==> src/rtl/ctrl_pkg.sv <==
`default_nettype none
// ============================================================================
// Module      : ctrl_pkg
// Description : Shared stall-bus constants and memory-arbiter state encoding.
// Revision    : 1.0 - initial release
// ============================================================================
package ctrl_pkg;

    localparam int c_STALL_W = 6;

    localparam logic [c_STALL_W-1:0] c_STALL_MEM = 6'b011111;
    localparam logic [c_STALL_W-1:0] c_STALL_ID  = 6'b001111;
    localparam logic [c_STALL_W-1:0] c_STALL_IF  = 6'b000111;

    typedef enum logic [1:0] {
        ST_IDLE     = 2'd0,
        ST_IF_BUSY  = 2'd1,
        ST_MEM_BUSY = 2'd2
    } arb_state_e;

    function automatic logic [c_STALL_W-1:0] stall_level(
        input logic                 active,
        input logic [c_STALL_W-1:0] level
    );
        return active ? level : '0;
    endfunction

endpackage
`default_nettype wire

==> src/rtl/pipe_mem_arb.sv <==
`default_nettype none
// ============================================================================
// Module      : pipe_mem_arb
// Description : Single-port memory arbiter between IF and MEM with fetch discard.
// Revision    : 1.0 - initial release
// ============================================================================
module pipe_mem_arb
    import ctrl_pkg::*;
(
    input  logic clk,
    input  logic rst,
    input  logic if_req,
    input  logic mem_req,
    input  logic mc_done,
    input  logic flush,
    output logic mc_req,
    output logic mc_sel,
    output logic if_done,
    output logic mem_done
);

    arb_state_e r_state;
    arb_state_e w_state_next;
    logic       r_discard;
    logic       w_discard_next;
    logic       w_in_if;
    logic       w_in_mem;
    logic       w_if_pend;
    logic       w_mem_pend;
    arb_state_e w_arb_pick;

    always_ff @(posedge clk or negedge rst) begin
        if (!rst) begin
            r_state   <= ST_IDLE;
            r_discard <= 1'b0;
        end else begin
            r_state   <= w_state_next;
            r_discard <= w_discard_next;
        end
    end

    always_comb begin
        w_in_if  = (r_state == ST_IF_BUSY);
        w_in_mem = (r_state == ST_MEM_BUSY);

        // A flush in the completing cycle already kills the returning fetch.
        if_done  = w_in_if && mc_done && !(r_discard || flush);
        mem_done = w_in_mem && mc_done;
        mc_req   = w_in_if || w_in_mem;
        mc_sel   = w_in_mem;

        // A requester that is being served this cycle no longer competes.
        w_mem_pend = mem_req && !mem_done;
        w_if_pend  = if_req && !if_done;

        w_arb_pick = ST_IDLE;
        if (w_mem_pend) begin
            w_arb_pick = ST_MEM_BUSY;
        end else if (w_if_pend) begin
            w_arb_pick = ST_IF_BUSY;
        end

        w_state_next = r_state;
        case (r_state)
            ST_IDLE:     w_state_next = w_arb_pick;
            ST_IF_BUSY,
            ST_MEM_BUSY: if (mc_done) w_state_next = w_arb_pick;
            default:     w_state_next = ST_IDLE;
        endcase

        w_discard_next = w_in_if && !mc_done && (r_discard || flush);
    end

endmodule
`default_nettype wire

==> src/rtl/pipe_ctrl.sv <==
`default_nettype none
// ============================================================================
// Module      : pipe_ctrl
// Description : Pipeline stall/flush controller with shared memory arbitration.
// Revision    : 1.0 - initial release
// ============================================================================
module pipe_ctrl
    import ctrl_pkg::*;
(
    input  logic                 clk,
    input  logic                 rst,
    input  logic                 if_req,
    input  logic                 mem_req,
    input  logic                 id_stallreq,
    input  logic                 ex_branch,
    input  logic                 mc_done,
    output logic                 mc_req,
    output logic                 mc_sel,
    output logic                 if_done,
    output logic                 mem_done,
    output logic                 flush,
    output logic [c_STALL_W-1:0] stall_sign,
    output logic [31:0]          stall_cnt
);

    logic        w_mem_lvl;
    logic        w_if_lvl;
    logic [31:0] r_stall_cnt;

    pipe_mem_arb u_arb (
        .clk      (clk),
        .rst      (rst),
        .if_req   (if_req),
        .mem_req  (mem_req),
        .mc_done  (mc_done),
        .flush    (flush),
        .mc_req   (mc_req),
        .mc_sel   (mc_sel),
        .if_done  (if_done),
        .mem_done (mem_done)
    );

    always_comb begin
        w_mem_lvl = mem_req && !mem_done;
        w_if_lvl  = if_req && !if_done;

        stall_sign = '0;
        if (rst) begin
            stall_sign = stall_level(w_mem_lvl,   c_STALL_MEM)
                       | stall_level(id_stallreq, c_STALL_ID)
                       | stall_level(w_if_lvl,    c_STALL_IF);
        end

        // Only the MEM level drives stall bit 4, so this avoids a loop through if_done.
        flush = rst && ex_branch && !w_mem_lvl;
    end

    always_ff @(posedge clk or negedge rst) begin
        if (!rst) begin
            r_stall_cnt <= '0;
        end else if (stall_sign[0]) begin
            r_stall_cnt <= r_stall_cnt + 32'd1;
        end
    end

    assign stall_cnt = r_stall_cnt;

endmodule
`default_nettype wire

==> config.mk <==
export PLATFORM = sky130hd
export DESIGN_NAME = pipe_ctrl
export DESIGN_NICKNAME = d
export VERILOG_FILES = /design/src/rtl/ctrl_pkg.sv /design/src/rtl/pipe_mem_arb.sv /design/src/rtl/pipe_ctrl.sv
export SDC_FILE = /design/constraint.sdc
export NUM_CORES = 1
export LEC_CHECK = 0
export CAP_MARGIN = 20
export CELL_PAD_IN_SITES_DETAIL_PLACEMENT = 0
export CELL_PAD_IN_SITES_GLOBAL_PLACEMENT = 1
export CORE_MARGIN = 4
export CORE_UTILIZATION = 37
export DETAILED_ROUTE_END_ITERATION = 8
export GPL_ROUTABILITY_DRIVEN = 1
export PLACE_DENSITY_LB_ADDON = 0.1
export SLEW_MARGIN = 20
export SYNTH_ARGS = -nofsm -noshare
export SYNTH_HDL_FRONTEND = slang
export SYNTH_SLANG_ARGS = --single-unit
==> constraint.sdc <==
create_clock -name clk -period 2.96 [get_ports clk]
set_clock_uncertainty 0.2 [all_clocks]
set_input_delay 0.592 -clock clk [delete_from_list [all_inputs] [get_ports clk]]
set_output_delay 0.592 -clock clk [all_outputs]
set_load 0.005 [all_outputs]
==> results.rst <==
.. list-table::
   :header-rows: 1

   * - Metric
     - Value
   * - CTS Hold Bufs
     - 0
   * - Number of enable-type register cells in the synthesized netlist
     - 0
   * - First DRT Iteration DRCs
     - 82
   * - Hold crit path type
     - primary input to async pin
   * - TritonCTS clock tree
     - yes
   * - Routed WL
     - 4386 um
   * - Routed wire length per instance
     - 14.77 um
   * - Syn-to-layout area delta
     - 36.25%
   * - Syn avg cell area
     - 11.11 um2
   * - Max Fclk
     - 351.9 MHz
   * - Area enclosed by the die boundary
     - 6310 um2
   * - Type of destination of the critical path
     - output pin
   * - Maximum vdd ir drop
     - 0.0003713 V
   * - Vias per inst
     - 4.929
   * - Total gr overflow
     - 0
   * - Area share of the leading cell type in the synthesized netlist
     - 46.39%
   * - Family of cells with the greatest summed delay on the critical path
     - buffers and inverters
   * - Core Footprint
     - 4817 um2
   * - Nets@finish
     - 242
   * - Cell taking the most area after synthesis
     - sky130_fd_sc_hd__dfrtp_1
   * - Routability Congestion
     - 0.7906
   * - Later-pin clock latency in the skew report
     - 0.28 ns
   * - Top routing layer used
     - met4
   * - Clk pin slew, worst setup/hold paths
     - 0.06 ns
   * - Startpoint kind of the worst setup timing path
     - flip-flop
   * - Pin count of the biggest net entering global routing
     - 35
   * - Cell types with the largest area share after synthesis
     - sky130_fd_sc_hd__dfrtp_1, sky130_fd_sc_hd__xor2_1, sky130_fd_sc_hd__xnor2_1, sky130_fd_sc_hd__nand4_1, sky130_fd_sc_hd__nand3_1
   * - Antenna violations before repair
     - 0
   * - Post-synthesis instance total
     - 170
   * - Most used DFF post-synth
     - sky130_fd_sc_hd__dfrtp_1
   * - Total Neg Setup Slack
     - 0 ns
   * - Number of clock sinks
     - 35
   * - # setup viols final
     - 0
   * - Crit path largest cell delay
     - 0.49 ns
   * - Type of the worst setup path
     - flip-flop to output pin
   * - Worst endpoint data arrival time
     - 2.05 ns
   * - Total track usage
     - 15.20%
   * - Length of routed wiring on met1
     - 1938 um
   * - Number of slew-limit violations in the final report
     - 0
   * - Met2 routed WL
     - 2191 um
   * - Via count of the first global-routing pass
     - 1570
   * - Leak
     - 1.198 nW
   * - Clock buffer count from CTS
     - 5
   * - Max-capacitance violation count
     - 0
   * - Synth top cells by count
     - sky130_fd_sc_hd__dfrtp_1, sky130_fd_sc_hd__xor2_1, sky130_fd_sc_hd__xnor2_1, sky130_fd_sc_hd__nand3_1
   * - Remaining antenna violation count after routing
     - 0
   * - CTS Buffer Depth
     - 2
   * - Unrepaired setup endpoints after global routing
     - no
   * - Post-synthesis net count
     - 181
   * - Post-synth cell types
     - 34
   * - Multi-input combinational cell area
     - 939.7 um2
   * - Hold violation total from the final report
     - 0
   * - Number of top-level design ports
     - 50
   * - Power per cell area
     - 544.0 nW/um2
   * - Wire length on met3
     - 202 um
   * - Sum of buffers and inverters on the critical path
     - 3
   * - Slowest-stage cell, CP
     - sky130_fd_sc_hd__clkdlybuf4s50_1
   * - Number of instances in the placed design
     - 289
   * - Largest fanout of any net on the critical path
     - 6
   * - Async set-or-reset flop fraction in the synthesized netlist
     - 100.0%
   * - DRC errors left
     - 0
   * - Post-detail-place hpwl
     - 3217 um
   * - Sequential share of the synthesized area
     - 46.39%
   * - Most numerous cell in the Yosys netlist
     - sky130_fd_sc_hd__dfrtp_1
   * - Post-route setup slack
     - 0.1180 ns
   * - Ordered cell list for the critical path
     - inv_1 -> ha_2 -> and2_2 -> nor2b_4 -> buf_6 -> and2_1 -> clkdlybuf4s50_1
   * - Number of register bits inferred by synthesis
     - 35
   * - Initial core utilization
     - 39.19%
   * - Width of the die
     - 79.44 um
   * - Buffers added on ports
     - 48
   * - Final period utilization
     - 96.01%
   * - Maximum level of the CTS H-tree
     - 2
   * - Via count
     - 1464
   * - Result of the run
     - complete, no violations
   * - Chip height
     - 79.44 um
   * - Mapped cell area
     - 1888 um2
   * - CP required
     - 2.17 ns
   * - Post-layout min period
     - 2.842 ns
   * - Ratio of cells with drive above 1 in the final layout
     - 14.35%
   * - Synth Warn #
     - 0
   * - Antenna diodes
     - 0
   * - Number of search-and-repair iterations in the first detailed-routing pass
     - 4
   * - Number of standard cells in the final layout excluding fillers
     - 297
   * - Wire length of the first global-routing pass
     - 7583 um
   * - Fillers
     - 450
   * - CTS root buf
     - sky130_fd_sc_hd__clkbuf_8
   * - Placement Rows
     - 25
   * - Storage cell area
     - 875.8 um2
   * - Worst setup timing slack at the placement stage
     - -0.1645 ns
registers in the layout (all words and copies together) (netlist names):
signal           cells
stall_cnt           32
u_arb.r_discard      1
u_arb.r_state        2
worst paths after layout:
kind	start	endpoint	slack, ns	cells past startpoint
hold / removal	rst	stall_cnt[22]	0.08	2
hold reg to reg	stall_cnt[31]	stall_cnt[31]	0.26	1
min in group clk	stall_cnt[31]	stall_cnt[31]	0.26	1
setup / recovery	u_arb.r_state[0]	stall_sign[4]	0.12	7
setup reg to reg	u_arb.r_state[0]	stall_cnt[13]	0.70	9
max in group asynchronous	rst	stall_cnt[20]	1.82	3
metrics by stage:
step	hold WS [ns]	utilization (%)	cell area [um2]	power, mW
6_report	0.08180	53.40	2572	1.399
5_1_grt	0.08831	53.40	2572	1.499
4_1_cts	0.07638	52.91	2549	1.397
3_5_place_dp	0.2617	51.51	2481	1.081
3_3_place_gp	0.2570	51.51	2481	1.063
2_1_floorplan	0.09641	-	1888	0.8338
per-layer routing:
layer  vias up  global-route usage, %
li1        705                      -
met1       721                  18.57
met2        33                  25.29
met4         0                  6.014
met3         5                  4.176
met5         -                      0
worst reg2reg max path: stages, from the launching register on:
cell and delay [ns]:
sky130_fd_sc_hd__dfrtp_1 0.39, sky130_fd_sc_hd__inv_1 0.07, sky130_fd_sc_hd__ha_2 0.21, sky130_fd_sc_hd__and2_2 0.22, sky130_fd_sc_hd__nor2b_4 0.13, sky130_fd_sc_hd__buf_6 0.14, sky130_fd_sc_hd__a211oi_4 0.04, sky130_fd_sc_hd__buf_4 0.20
sky130_fd_sc_hd__nor4b_1 0.38, sky130_fd_sc_hd__xor2_1 0.20
where the power goes:
group          internal [mW]  total (mW)  switching (mW)
clock                  0.157       0.310           0.153
combinational          0.276       0.469           0.192
sequential             0.536       0.621          0.0844
cell families after synthesis:
group / count (synthesis) / synth area share [%]
xor gates and xnor gates: 31 / 14.38
and+or+nand+nor: 78 / 26.84
muxes: 1 / 0.7950
buffers and inverters: 14 / 3.976
adders and majority gates: 4 / 2.651
AOI/OAI and AO/OA: 6 / 4.772
other: 1 / 0.1986
DFF: 35 / 46.39
repair_timing:
| item | 4_1_cts | 5_1_grt |
|---|---|---|
| endpoints found under the hold margin | 0 | 0 |
| resized for setup | 4 | 3 |
| pin swaps | 0 | 1 |
| buffers inserted | 0 | 2 |
| endpoints found under the setup margin | 6 | 6 |
cells in the final DEF (no fill, tap or decap), types with 2 or more instances in the layout:
cell / instances
sky130_fd_sc_hd__nor4b_1: 2
sky130_fd_sc_hd__nand2_1: 9
sky130_fd_sc_hd__buf_4: 12
sky130_fd_sc_hd__xnor2_1: 15
sky130_fd_sc_hd__nand3_1: 12
sky130_fd_sc_hd__xor2_1: 16
sky130_fd_sc_hd__inv_1: 7
sky130_fd_sc_hd__clkbuf_8: 5
sky130_fd_sc_hd__nor3_1: 11
sky130_fd_sc_hd__nor2b_4: 2
sky130_fd_sc_hd__ha_1: 3
sky130_fd_sc_hd__dlygate4sd2_1: 4
sky130_fd_sc_hd__nor2_1: 9
sky130_fd_sc_hd__dfrtp_1: 35
sky130_fd_sc_hd__nand4_1: 11
sky130_fd_sc_hd__clkdlybuf4s50_1: 42
sky130_fd_sc_hd__and4_1: 5
sky130_fd_sc_hd__and3_1: 7
final cells by class:
type / instances / area share [%]
Inverter: 7 / 1.021
Multi-Input combinational cell: 121 / 36.53
Tap cell: 67 / 3.259
Clock buffer: 6 / 2.821
Sequential cell: 35 / 34.05
Timing Repair Buffer: 61 / 22.32
(Power assumes the default switching activity.)
